### src/rtl/traffic_monitor_if.sv
// ---------------------------------------------------------------------------
// traffic_monitor_if
//
// Purpose: bundles the timebase/acknowledge strobes, the ten lamp drives and
//          the monitor status outputs of traffic_monitor into one interface.
//
// Signals:
//   tick        timebase strobe, one cycle wide
//   clear       fault acknowledge
//   T12R/Y/G    three-aspect head 1+2 lamp drives
//   T34R/Y/G    three-aspect head 3+4 lamp drives
//   T5R/G       two-aspect head 5 lamp drives
//   T6R/G       two-aspect head 6 lamp drives
//   fault       latched fault flag
//   fault_code  cause of latched fault (0 = none)
//   flash       flasher relay drive, toggles per tick in FAULT
//   mon_state   0 = ARM, 1 = MONITOR, 2 = FAULT
//
// Modports:
//   master  drives strobes and lamps, observes status (controller / bench)
//   slave   the monitor itself
// ---------------------------------------------------------------------------
interface traffic_monitor_if;
  logic       tick;
  logic       clear;
  logic       T12R, T12Y, T12G;
  logic       T34R, T34Y, T34G;
  logic       T5R, T5G;
  logic       T6R, T6G;
  logic       fault;
  logic [2:0] fault_code;
  logic       flash;
  logic [1:0] mon_state;

  modport master (
    output tick, clear,
    output T12R, T12Y, T12G, T34R, T34Y, T34G, T5R, T5G, T6R, T6G,
    input  fault, fault_code, flash, mon_state
  );

  modport slave (
    input  tick, clear,
    input  T12R, T12Y, T12G, T34R, T34Y, T34G, T5R, T5G, T6R, T6G,
    output fault, fault_code, flash, mon_state
  );
endinterface

### src/rtl/traffic_monitor.sv
// ---------------------------------------------------------------------------
// traffic_monitor
//
// Purpose: independent conflict monitor on the lamp side of the intersection
//          controller. On every timebase tick it checks head validity,
//          conflicting greens, aspect sequence, minimum yellow, minimum
//          all-red clearance and (optionally) maximum green. The first
//          violation latches a fault code and starts toggling the flash
//          output for the external flasher relay until acknowledged.
//
// Ports:
//   clk    in   system clock
//   reset  in   synchronous, active-high reset
//   bus    slave modport of traffic_monitor_if (tick, clear, ten lamp
//               drives in; fault, fault_code, flash, mon_state out)
//
// Parameters:
//   MIN_YELLOW     minimum ticks a yellow is held before red
//   MIN_RED_CLEAR  minimum all-red ticks before any head turns green
//   MAX_GREEN      maximum ticks a three-aspect green may be held
//   CNT_W          width of the saturating duration counters
//
// Configuration macro:
//   TMON_MAXGREEN_EN  when defined, green duration counters and the
//                     stuck-green check (code 6) are built in.
// ---------------------------------------------------------------------------
module traffic_monitor #(
  parameter int MIN_YELLOW    = 4,
  parameter int MIN_RED_CLEAR = 4,
  parameter int MAX_GREEN     = 30,
  parameter int CNT_W         = 8
) (
  input logic              clk,
  input logic              reset,
  traffic_monitor_if.slave bus
);

  typedef enum logic [1:0] {
    ARM     = 2'd0,
    MONITOR = 2'd1,
    FAULT   = 2'd2
  } state_t;

  typedef struct packed {
    logic t12R, t12Y, t12G;
    logic t34R, t34Y, t34G;
    logic t5R, t5G;
    logic t6R, t6G;
  } lamps_t;

  localparam logic [CNT_W-1:0] CNT_MAX = '1;
  localparam logic [CNT_W-1:0] CNT_ONE = CNT_W'(1);

  state_t           r_state, w_nextState;
  lamps_t           r_prev;
  logic [CNT_W-1:0] r_yelCnt12, r_yelCnt34, r_allRedCnt;
  logic             r_fault, r_flash;
  logic [2:0]       r_faultCode;

  lamps_t           w_cur;
  logic [CNT_W-1:0] w_yelNext12, w_yelNext34, w_allRedNext;
  logic             w_allRed, w_invalid, w_conflict, w_seqErr;
  logic             w_shortYel, w_shortClr, w_stuck, w_enterG;
  logic             w_x12, w_x34;
  logic [2:0]       w_code;

  // Zero when the aspect is off, restart at 1 on entry, otherwise saturate up.
  function automatic logic [CNT_W-1:0] holdCount(input logic nowOn, input logic wasOn,
                                                 input logic [CNT_W-1:0] cnt);
    if (!nowOn) return '0;
    if (!wasOn) return CNT_ONE;
    return (cnt == CNT_MAX) ? cnt : cnt + CNT_ONE;
  endfunction

  assign w_cur = {bus.T12R, bus.T12Y, bus.T12G, bus.T34R, bus.T34Y, bus.T34G,
                  bus.T5R, bus.T5G, bus.T6R, bus.T6G};

  assign w_allRed = w_cur.t12R & w_cur.t34R & w_cur.t5R & w_cur.t6R;

  // Three inputs are "exactly one" when their parity is odd and not all three set.
  assign w_invalid = ~((w_cur.t12R ^ w_cur.t12Y ^ w_cur.t12G) & ~(w_cur.t12R & w_cur.t12Y & w_cur.t12G))
                   | ~((w_cur.t34R ^ w_cur.t34Y ^ w_cur.t34G) & ~(w_cur.t34R & w_cur.t34Y & w_cur.t34G))
                   | ~(w_cur.t5R ^ w_cur.t5G)
                   | ~(w_cur.t6R ^ w_cur.t6G);

  // A yellow still occupies the junction, so it conflicts just like green.
  assign w_x12      = w_cur.t12G | w_cur.t12Y;
  assign w_x34      = w_cur.t34G | w_cur.t34Y;
  assign w_conflict = (w_x12 & w_x34) | (w_x12 & w_cur.t5G) | (w_x34 & w_cur.t6G)
                    | (w_cur.t5G & w_cur.t6G);

  assign w_seqErr = (r_prev.t12G & w_cur.t12R) | (r_prev.t12R & w_cur.t12Y) | (r_prev.t12Y & w_cur.t12G)
                  | (r_prev.t34G & w_cur.t34R) | (r_prev.t34R & w_cur.t34Y) | (r_prev.t34Y & w_cur.t34G);

  assign w_yelNext12  = holdCount(w_cur.t12Y, r_prev.t12Y, r_yelCnt12);
  assign w_yelNext34  = holdCount(w_cur.t34Y, r_prev.t34Y, r_yelCnt34);
  assign w_allRedNext = holdCount(w_allRed, 1'b1, r_allRedCnt);

  // Stored yellow count already covers every yellow tick before this red one.
  assign w_shortYel = (r_prev.t12Y & w_cur.t12R & (int'(r_yelCnt12) < MIN_YELLOW))
                    | (r_prev.t34Y & w_cur.t34R & (int'(r_yelCnt34) < MIN_YELLOW));

  assign w_enterG   = (w_cur.t12G & ~r_prev.t12G) | (w_cur.t34G & ~r_prev.t34G)
                    | (w_cur.t5G & ~r_prev.t5G) | (w_cur.t6G & ~r_prev.t6G);
  assign w_shortClr = w_enterG & (int'(r_allRedCnt) < MIN_RED_CLEAR);

`ifdef TMON_MAXGREEN_EN
  logic [CNT_W-1:0] r_grnCnt12, r_grnCnt34;
  logic [CNT_W-1:0] w_grnNext12, w_grnNext34;

  assign w_grnNext12 = holdCount(w_cur.t12G, r_prev.t12G, r_grnCnt12);
  assign w_grnNext34 = holdCount(w_cur.t34G, r_prev.t34G, r_grnCnt34);
  // Judged on the count including this tick, so the fault lands on tick MAX_GREEN+1.
  assign w_stuck = (int'(w_grnNext12) > MAX_GREEN) | (int'(w_grnNext34) > MAX_GREEN);

  // Green duration counters follow the same arm/update rules as the others.
  always_ff @(posedge clk) begin
    if (reset) begin
      r_grnCnt12 <= '0;
      r_grnCnt34 <= '0;
    end else if (bus.tick && r_state == ARM && !w_invalid && !w_conflict) begin
      r_grnCnt12 <= '0;
      r_grnCnt34 <= '0;
    end else if (bus.tick && r_state == MONITOR && w_code == 3'd0) begin
      r_grnCnt12 <= w_grnNext12;
      r_grnCnt34 <= w_grnNext34;
    end
  end
`else
  assign w_stuck = 1'b0;
`endif

  // Lowest-numbered failing check wins.
  always_comb begin
    w_code = 3'd0;
    if (w_invalid)       w_code = 3'd1;
    else if (w_conflict) w_code = 3'd2;
    else if (w_seqErr)   w_code = 3'd3;
    else if (w_shortYel) w_code = 3'd4;
    else if (w_shortClr) w_code = 3'd5;
    else if (w_stuck)    w_code = 3'd6;
  end

  // Next-state logic; clear is the only input acted on without a tick.
  always_comb begin
    w_nextState = r_state;
    case (r_state)
      ARM:     if (bus.tick && !w_invalid && !w_conflict) w_nextState = MONITOR;
      MONITOR: if (bus.tick && w_code != 3'd0)            w_nextState = FAULT;
      FAULT:   if (bus.clear)                             w_nextState = ARM;
      default: w_nextState = ARM;
    endcase
  end

  // State register plus history, counters and the registered outputs.
  always_ff @(posedge clk) begin
    if (reset) begin
      r_state     <= ARM;
      r_prev      <= '0;
      r_yelCnt12  <= '0;
      r_yelCnt34  <= '0;
      r_allRedCnt <= '0;
      r_fault     <= 1'b0;
      r_faultCode <= 3'd0;
      r_flash     <= 1'b0;
    end else begin
      r_state <= w_nextState;
      case (r_state)
        ARM: begin
          if (bus.tick && !w_invalid && !w_conflict) begin
            r_prev      <= w_cur;
            r_yelCnt12  <= '0;
            r_yelCnt34  <= '0;
            r_allRedCnt <= '0;
          end
        end
        MONITOR: begin
          if (bus.tick) begin
            if (w_code != 3'd0) begin
              r_fault     <= 1'b1;
              r_faultCode <= w_code;
            end else begin
              r_prev      <= w_cur;
              r_yelCnt12  <= w_yelNext12;
              r_yelCnt34  <= w_yelNext34;
              r_allRedCnt <= w_allRedNext;
            end
          end
        end
        FAULT: begin
          if (bus.clear) begin
            r_fault     <= 1'b0;
            r_faultCode <= 3'd0;
            r_flash     <= 1'b0;
          end else if (bus.tick) begin
            r_flash <= ~r_flash;
          end
        end
        default: ;
      endcase
    end
  end

  assign bus.fault      = r_fault;
  assign bus.fault_code = r_faultCode;
  assign bus.flash      = r_flash;
  assign bus.mon_state  = r_state;

endmodule

### src/flat_wrapper.sv
// flat-port wrapper written by rule: the top's interface ports become plain ports
module traffic_monitor_flat 
#(
  parameter int MIN_YELLOW    = 4,
  parameter int MIN_RED_CLEAR = 4,
  parameter int MAX_GREEN     = 30,
  parameter int CNT_W         = 8
)
  (clk, reset, bus_tick, bus_clear, bus_T12R, bus_T12Y, bus_T12G, bus_T34R, bus_T34Y, bus_T34G, bus_T5R, bus_T5G, bus_T6R, bus_T6G, bus_fault, bus_fault_code, bus_flash, bus_mon_state);
  traffic_monitor_if bus_i ();
  input logic clk;
  input logic reset;
  input wire logic [$bits(bus_i.tick)-1:0] bus_tick;
  input wire logic [$bits(bus_i.clear)-1:0] bus_clear;
  input wire logic [$bits(bus_i.T12R)-1:0] bus_T12R;
  input wire logic [$bits(bus_i.T12Y)-1:0] bus_T12Y;
  input wire logic [$bits(bus_i.T12G)-1:0] bus_T12G;
  input wire logic [$bits(bus_i.T34R)-1:0] bus_T34R;
  input wire logic [$bits(bus_i.T34Y)-1:0] bus_T34Y;
  input wire logic [$bits(bus_i.T34G)-1:0] bus_T34G;
  input wire logic [$bits(bus_i.T5R)-1:0] bus_T5R;
  input wire logic [$bits(bus_i.T5G)-1:0] bus_T5G;
  input wire logic [$bits(bus_i.T6R)-1:0] bus_T6R;
  input wire logic [$bits(bus_i.T6G)-1:0] bus_T6G;
  output wire logic [$bits(bus_i.fault)-1:0] bus_fault;
  output wire logic [$bits(bus_i.fault_code)-1:0] bus_fault_code;
  output wire logic [$bits(bus_i.flash)-1:0] bus_flash;
  output wire logic [$bits(bus_i.mon_state)-1:0] bus_mon_state;
  assign bus_i.tick = bus_tick;
  assign bus_i.clear = bus_clear;
  assign bus_i.T12R = bus_T12R;
  assign bus_i.T12Y = bus_T12Y;
  assign bus_i.T12G = bus_T12G;
  assign bus_i.T34R = bus_T34R;
  assign bus_i.T34Y = bus_T34Y;
  assign bus_i.T34G = bus_T34G;
  assign bus_i.T5R = bus_T5R;
  assign bus_i.T5G = bus_T5G;
  assign bus_i.T6R = bus_T6R;
  assign bus_i.T6G = bus_T6G;
  assign bus_fault = bus_i.fault;
  assign bus_fault_code = bus_i.fault_code;
  assign bus_flash = bus_i.flash;
  assign bus_mon_state = bus_i.mon_state;
  traffic_monitor #(.MIN_YELLOW(MIN_YELLOW), .MIN_RED_CLEAR(MIN_RED_CLEAR), .MAX_GREEN(MAX_GREEN), .CNT_W(CNT_W)) u_core (.clk(clk), .reset(reset), .bus(bus_i));
endmodule
### config.mk
export PLATFORM = sky130hd
export DESIGN_NAME = traffic_monitor_flat
export DESIGN_NICKNAME = d
export VERILOG_FILES = /design/src/rtl/traffic_monitor_if.sv /design/src/rtl/traffic_monitor.sv /design/src/flat_wrapper.sv
export SDC_FILE = /design/constraint.sdc
export NUM_CORES = 1
export LEC_CHECK = 0
export ABC_AREA = 0
export CORE_ASPECT_RATIO = 0.6
export CORE_MARGIN = 2
export CORE_UTILIZATION = 62
export CTS_CLUSTER_DIAMETER = 50
export DETAILED_ROUTE_END_ITERATION = 10
export PLACE_DENSITY_LB_ADDON = 0.12
export SLEW_MARGIN = 40
export SYNTH_ARGS = -nofsm -noshare
export SYNTH_HDL_FRONTEND = slang
export SYNTH_SLANG_ARGS = --single-unit
### constraint.sdc
create_clock -name clk -period 3.65 [get_ports clk]
set_clock_uncertainty 0.2 [all_clocks]
set_input_delay 1.095 -clock clk [delete_from_list [all_inputs] [get_ports clk]]
set_output_delay 1.095 -clock clk [all_outputs]
set_load 0.01 [all_outputs]
==> summary.txt, run 1 <==
=================================================================================
Capturing point of the worst reg2reg path .......................... u_core.r_allRedCnt[0]
Worst Hold Path Cells ..............................................            2
Effective utilization at floorplan .................................        0.649
Number of cells traversed by the worst register-to-register path ...            5
Final instance count without filler cells ..........................          393
Switching share of total power .....................................        0.249
Row Count ..........................................................           17
Total chip power ...................................................       785 uW
Share of Yosys cell area claimed by the top area cell type .........        0.327
Critical Path End Type .............................................         flop
Placed insts .......................................................          385
Maximum net fanout on the critical path ............................           14
Number of flops mapped to enable cells by yosys ....................            0
Number of buffers on the longest clock path ........................            2
Register clock-pin slew on the reported worst setup and hold paths .        80 ps
Max-Cap Viols ......................................................            0
Area of the core ...................................................    3680 um^2
Vert. Die Dim ......................................................      52.1 um
Final layout net count .............................................          364
Detailed-router iteration count before antenna repair ..............            6
Tightest Pin Transition ............................................       651 ps
Max Slew Vio Count .................................................            0
Endpoints failing hold .............................................            0
Drt initial violations .............................................          451
Capturing element of the worst setup path .......................... u_core.r_yelCnt34[0]
Total number of H-tree levels ......................................            2
Sequential element share of the synthesized area ...................        0.327
Startpoint of the most critical register-to-register path .......... u_core.bus.mon_state[0]
Kind of launch point of the worst setup path .......................    input pin
Number of clock sinks seen by CTS ..................................           39
Fraction of layout cells with a size suffix above 1 ................       0.0983
Clock latency at the later pin of the worst-skew pair ..............       300 ps
Vias per Instance ..................................................         6.91
Clock root cell .................................................... sky130_fd_sc_hd__clkbuf_8
Power per unit of standard cell area ...............................  277 nW/um^2
Number of distinct library cells after synthesis ...................           52
Average routed wire per standard cell ..............................      17.5 um
Setup Viol. Count Final ............................................            0
Number of vias in the routed layout ................................        2,716
Setup repair after global routing missed its margin ................           no
Setup repair bufs after CTS ........................................            0
Fraction of the cycle the final worst path needs ...................        0.899
Min Tclk post-route ................................................      3280 ps
Number of cells produced by synthesis ..............................          313
Residual antenna-violating net count after detailed routing ........            0
Synth area leader .................................................. sky130_fd_sc_hd__dfxtp_1
Layout overhead on the synthesized area ............................        18.7%
Warning count from the yosys run ...................................            0
Initial antenna violation count ....................................            0
Most instantiated cells after synthesis ............................ 39 x sky130_fd_sc_hd__dfxtp_1, 30 x sky130_fd_sc_hd__nand3_1, 26 x sky130_fd_sc_hd__a21oi_1, 26 x sky130_fd_sc_hd__o21ai_0, 23 x sky130_fd_sc_hd__nor2_1
GRT Residual Overflow ..............................................            0
Synth top area cells ............................................... sky130_fd_sc_hd__dfxtp_1 33%, sky130_fd_sc_hd__nand3_1 6.3%, sky130_fd_sc_hd__a21oi_1 5.5%
TritonCTS Buffers ..................................................            5
Highest ir drop seen on vdd ........................................       228 uV
TNS Setup ..........................................................         0 ps
Start point of the critical path ...................................     bus_T12R
Area of the die ....................................................    4380 um^2
Number of synthesized register bits ................................           39
Worst hold slack ...................................................       260 ps
X dimension of the die .............................................      84.1 um
Proportion of power drawn by flip-flops and latches ................        0.543
Count leader, synth ................................................ sky130_fd_sc_hd__dfxtp_1
Internal Dissipation ...............................................       590 uW
Flop-to-flop setup slack ...........................................      1120 ps
Total of hold buffers inserted after clock tree synthesis ..........            0
Final HPWL DP ......................................................      4970 um
Run status ......................................................... complete, no violations
Largest net degree at the start of global routing ..................           22
Slew headroom ......................................................        0.565
Lkg Pwr ............................................................  0.000996 uW
Tot GR Track Use ...................................................        0.342
Ports ..............................................................           21
Worst Path Class, Setup ............................................ input pin to flop
Worst EP required ..................................................      3680 ps
Timing-limited maximum frequency ...................................      305 MHz
Worst endpoint data arrival time ...................................      3310 ps
Worst min path class ............................................... flop to flop
Vias in the first global route .....................................        2,431
Synth Net Count ....................................................          332
Wire length of the first global-routing pass .......................    11,800 um
Primary FF master, synth ........................................... sky130_fd_sc_hd__dfxtp_1
Clock tree from TritonCTS ..........................................         done
Placer congestion estimate .........................................        0.957
Number of diodes ...................................................            0
Switching power total ..............................................       196 uW
Relative contribution of the clock network to total power ..........        0.366
Synth Cell Area ....................................................    2390 um^2
Post-Syn Area per Cell .............................................    7.63 um^2
Count of buffers from port buffering ...............................           20
Fraction of registers with async set or reset after synthesis ......            0
Combinational share of power .......................................        0.091
Final routed wirelength across all metal layers ....................      6880 um
Count of unresolved DRC violations after routing ...................            0
Post-cts gate resize count .........................................            0
=================================================================================
-- cells by family after synthesis --
| group | synth area share |
|---|---|
| and+or+nand+nor | 0.321 |
| adders and majority gates | 0.0262 |
| xor gates and xnor gates | 0.00734 |
| buffers and inverters | 0.0346 |
| muxes | 0.00839 |
| AOI/OAI and AO/OA | 0.276 |
| DFF | 0.327 |
-- power by group through the flow --
stage / Combinational [uW] / Clock, uW / Sequential [uW]
2_1_floorplan: 29.6 / 0 / 436
3_3_place_gp: 68.0 / 0 / 436
3_5_place_dp: 69.7 / 0 / 436
4_1_cts: 70.4 / 288 / 426
5_1_grt: 78.2 / 308 / 426
6_report: 71.7 / 287 / 426
-- sequential cells by signal, indices dropped and copies added, names as in the netlist --
name,cells
u_core.bus.flash,1
u_core.r_allRedCnt,8
u_core.r_prev,8
u_core.r_yelCnt12,8
u_core.bus.mon_state,2
u_core.r_yelCnt34,8
u_core.bus.fault,1
u_core.bus.fault_code,3
-- area by class of cell --
| class | instances | area [um^2] |
|---|---|---|
| inverters | 4 | 15.0 |
| flip-flops and latches | 39 | 781 |
| multi-input cells | 254 | 1520 |
| clock buffers | 5 | 68.8 |
| clock inverters | 3 | 15.0 |
| repair buffers | 41 | 370 |
| fillers | 295 | 847 |
| well taps | 47 | 58.8 |
-- stage by stage --
stage,cell area [um^2],setup WS [ps],util
5_1_grt,2830,151,0.770
3_5_place_dp,2750,126,0.747
4_1_cts,2830,382,0.770
3_3_place_gp,2750,171,0.747
6_report,2830,368,0.770
2_1_floorplan,2390,772,-
-- how the worst min path moves through the flow --
| stage | start | end | slack [ps] |
|---|---|---|---|
| floorplan | u_core.r_prev[0] | u_core.r_prev[0] | 250 |
| global placement | u_core.bus.fault | u_core.bus.fault | 240 |
| detailed placement | u_core.bus.fault | u_core.bus.fault | 250 |
| CTS | u_core.bus.fault | u_core.bus.fault | 260 |
| global route | u_core.bus.fault | u_core.bus.fault | 270 |
| finish | u_core.bus.fault | u_core.bus.fault | 260 |
-- layer usage --
metal / up-vias / global-route usage / share of wire
met2: 182 / 0.512 / 0.42
met5: - / 0 / 0
met3: 17 / 0.0794 / 0.11
li1: 1269 / - / -
met1: 1248 / 0.497 / 0.45
met4: 0 / 0.0860 / 0.012
-- placed cells by master (no fill, tap or decap), types with 2 or more instances in the layout --
cell type,count
sky130_fd_sc_hd__nor4_1,3
sky130_fd_sc_hd__a41o_1,3
sky130_fd_sc_hd__nor2b_1,5
sky130_fd_sc_hd__xnor2_1,2
sky130_fd_sc_hd__nor3_1,12
sky130_fd_sc_hd__ha_1,5
sky130_fd_sc_hd__clkbuf_8,5
sky130_fd_sc_hd__and2_1,3
sky130_fd_sc_hd__and4_1,2
sky130_fd_sc_hd__a31oi_1,13
sky130_fd_sc_hd__inv_1,4
sky130_fd_sc_hd__o211ai_1,2
sky130_fd_sc_hd__nor4b_1,4
sky130_fd_sc_hd__nor3b_1,3
sky130_fd_sc_hd__nand2_1,22
sky130_fd_sc_hd__a21oi_1,26
sky130_fd_sc_hd__nand4_1,6
sky130_fd_sc_hd__dfxtp_1,39
sky130_fd_sc_hd__nand4b_1,3
sky130_fd_sc_hd__a22oi_2,2
sky130_fd_sc_hd__o2111ai_1,3
sky130_fd_sc_hd__mux2i_1,2
sky130_fd_sc_hd__or3_1,2
sky130_fd_sc_hd__and3_1,14
sky130_fd_sc_hd__a32o_1,2
sky130_fd_sc_hd__o21ai_0,26
sky130_fd_sc_hd__clkdlybuf4s50_1,20
sky130_fd_sc_hd__nand2b_1,5
sky130_fd_sc_hd__buf_4,20
sky130_fd_sc_hd__clkinv_2,3
sky130_fd_sc_hd__a211oi_1,7
sky130_fd_sc_hd__nor2_1,23
sky130_fd_sc_hd__o2bb2ai_1,2
sky130_fd_sc_hd__o31ai_1,3
sky130_fd_sc_hd__nand3_1,30
-- worst max-delay path, cell delays in order --
cell and delay, ps:
sky130_fd_sc_hd__clkdlybuf4s50_1 430, sky130_fd_sc_hd__buf_4 160, sky130_fd_sc_hd__a22oi_1 250, sky130_fd_sc_hd__nand3_2 140, sky130_fd_sc_hd__a41o_1 240, sky130_fd_sc_hd__o21a_1 260
sky130_fd_sc_hd__buf_4 220, sky130_fd_sc_hd__or3_1 370, sky130_fd_sc_hd__a21oi_1 140
(Power assumes the default switching activity.)
==> run 2, diff against run 1 <==
CORE_UTILIZATION = 65   (was 62)
DONT_BUFFER_PORTS = 1   (was default)
GPL_TIMING_DRIVEN = 0   (was default)
==> summary.txt, run 2 (same netlist as run 1, synthesis figures left out) <==
=================================================================================
Clock root cell .................................................... sky130_fd_sc_hd__clkbuf_8
Worst min path class ............................................... flop to flop
Largest net degree at the start of global routing ..................           13   -41%
TNS Setup ..........................................................         0 ps   unchanged
Max-Cap Viols ......................................................            0   unchanged
Kind of launch point of the worst setup path .......................    input pin
Placer congestion estimate .........................................        0.932   -2.6%
Count of buffers from port buffering ...............................            0   -100%
Lkg Pwr ............................................................  0.000868 uW   -13%
Area of the core ...................................................    3380 um^2   -8.1%
Final layout net count .............................................          339   -6.9%
Average routed wire per standard cell ..............................      19.6 um   +12%
GRT Residual Overflow ..............................................            0   unchanged
Worst setup slack before clock tree synthesis ......................       344 ps   +218 ps
Final routed wirelength across all metal layers ....................      7160 um   +4.0%
Count of unresolved DRC violations after routing ...................            0   unchanged
Vias in the first global route .....................................        2,401   -1.2%
Filler Cell Count ..................................................          253   -14%
Post-cts gate resize count .........................................            0   unchanged
Endpoints failing hold .............................................            0   unchanged
Power per unit of standard cell area ...............................  333 nW/um^2   +20%
Timing-limited maximum frequency ...................................      327 MHz   +7.4%
Number of vias in the routed layout ................................        2,679   -1.4%
Fraction of layout cells with a size suffix above 1 ................       0.0592   -0.0391
Ports ..............................................................           21   unchanged
X dimension of the die .............................................      82.2 um   -2.2%
Tightest Pin Transition ............................................       616 ps   -34.9 ps
Residual antenna-violating net count after detailed routing ........            0   unchanged
Setup repair bufs after CTS ........................................            0   unchanged
Setup repair after global routing missed its margin ................           no
Start point of the critical path ...................................     bus_T34Y
Initial antenna violation count ....................................            0   unchanged
Maximum net fanout on the critical path ............................           10   -4
Highest-count cells in the layout ignoring fill and taps ........... 39 x sky130_fd_sc_hd__dfxtp_1, 30 x sky130_fd_sc_hd__nand3_1, 26 x sky130_fd_sc_hd__a21oi_1, 26 x sky130_fd_sc_hd__o21ai_0, 23 x sky130_fd_sc_hd__nor2_1
Worst endpoint data arrival time ...................................      3080 ps   -230 ps
Fraction of the cycle the final worst path needs ...................        0.837   -0.0622
Startpoint of the most critical register-to-register path .......... u_core.r_yelCnt12[4]
Worst Hold Endpoint ................................................ u_core.r_prev[2]
Max Slew Vio Count .................................................            0   unchanged
Wire length of the first global-routing pass .......................    11,600 um   -1.6%
Multi-input gate area in the final layout ..........................    1520 um^2   unchanged
Clock latency at the later pin of the worst-skew pair ..............       300 ps   about the same
Final HPWL DP ......................................................      5090 um   +2.4%
Hold Crit Start .................................................... u_core.r_prev[2]
Vias per Instance ..................................................         7.32   +5.9%
Highest ir drop seen on vdd ........................................       282 uV   +24%
Capturing point of the worst reg2reg path .......................... u_core.r_prev[9]
Critical Path End Type .............................................         flop
Setup Viol. Count Final ............................................            0   unchanged
Worst Hold Path Cells ..............................................            2   unchanged
Number of buffers on the longest clock path ........................            2   unchanged
Number of clock sinks seen by CTS ..................................           39   unchanged
Total chip power ...................................................       853 uW   +8.6%
Total number of H-tree levels ......................................            2   unchanged
Number of diodes ...................................................            0   unchanged
Worst Path Class, Setup ............................................ input pin to flop
Worst EP required ..................................................      3670 ps   about the same
M1 wire length .....................................................      3060 um   -1.9%
Layout overhead on the synthesized area ............................        7.29%
Row Count ..........................................................           16   -1
Drt initial violations .............................................          369   -18%
Area used by sequential logic in the layout ........................     781 um^2   unchanged
Tot GR Track Use ...................................................        0.372   +0.0302
Number of cells traversed by the worst register-to-register path ...            7   +2
Routed length on met3 ..............................................      1070 um   +35%
Highest routed metal layer .........................................         met4
Min Tclk post-route ................................................      3060 ps   -227 ps
Metal2 WL ..........................................................      2900 um   +0.52%
Register clock-pin slew on the reported worst setup and hold paths .        80 ps   about the same
Area of the die ....................................................    4190 um^2   -4.3%
Flop-to-flop setup slack ...........................................      1040 ps   -80 ps
Effective utilization at floorplan .................................        0.706   +0.0569
Detailed-router iteration count before antenna repair ..............            5   -1
Commonest non-fill, non-tap cell in the layout ..................... sky130_fd_sc_hd__dfxtp_1
Total of hold buffers inserted after clock tree synthesis ..........            0   unchanged
Vert. Die Dim ......................................................      50.9 um   -2.2%
Post-route worst setup slack .......................................       595 ps   +227 ps
Clock tree from TritonCTS ..........................................         done
Run status ......................................................... complete, no violations
TritonCTS Buffers ..................................................            5   unchanged
Slew headroom ......................................................        0.589   +0.0242
=================================================================================
[run 2: layout make-up]
class,count,area share
clock buffers,6,0.0322
flip-flops and latches,39,0.305
multi-input cells,254,0.595
inverters,4,0.00586
well taps,45,0.0220
plain buffers,16,0.0264
clock inverters,2,0.0137
[run 2: metal layers]
metal / vias to the layer above / global-route usage
met5: - / 0
met3: 18 / 0.133
met2: 231 / 0.526
met1: 1215 / 0.525
li1: 1215 / -
met4: 0 / 0.117
[run 2: worst max-delay path, stage by stage]
cell,delay (ps)
sky130_fd_sc_hd__ha_1,280
sky130_fd_sc_hd__nor3b_1,200
sky130_fd_sc_hd__o22a_1,300
sky130_fd_sc_hd__and4b_1,280
sky130_fd_sc_hd__clkbuf_1,500
sky130_fd_sc_hd__a31oi_1,180
sky130_fd_sc_hd__a211oi_1,230
[run 2: worst max path at each step]
stage                                  to  slack (ps)  depth (start not counted)
floorplan           u_core.r_allRedCnt[5]         770                          8
global placement     u_core.r_yelCnt34[5]         380                          8
detailed placement   u_core.r_yelCnt12[6]         340                          7
CTS                  u_core.r_yelCnt12[6]         660                          7
global route         u_core.r_yelCnt12[6]         460                          7
finish               u_core.r_yelCnt12[6]         590                          7
[run 2: through the flow]
step	hold WS, ps	util	instances	instance area, um^2
2_1_floorplan	248	-	313	2390
3_3_place_gp	261	0.722	358	2440
3_5_place_dp	271	0.722	358	2440
4_1_cts	284	0.757	366	2560
5_1_grt	315	0.757	366	2560
6_report	286	0.757	366	2560
[run 2: power breakdown]
group | leakage, uW | switching (uW) | internal [uW]
clock | 0.0000612 | 164 | 221
sequential | 0.000314 | 0.584 | 425
combinational | 0.000493 | 27.1 | 14.1
total | 0.000868 | 192 | 661
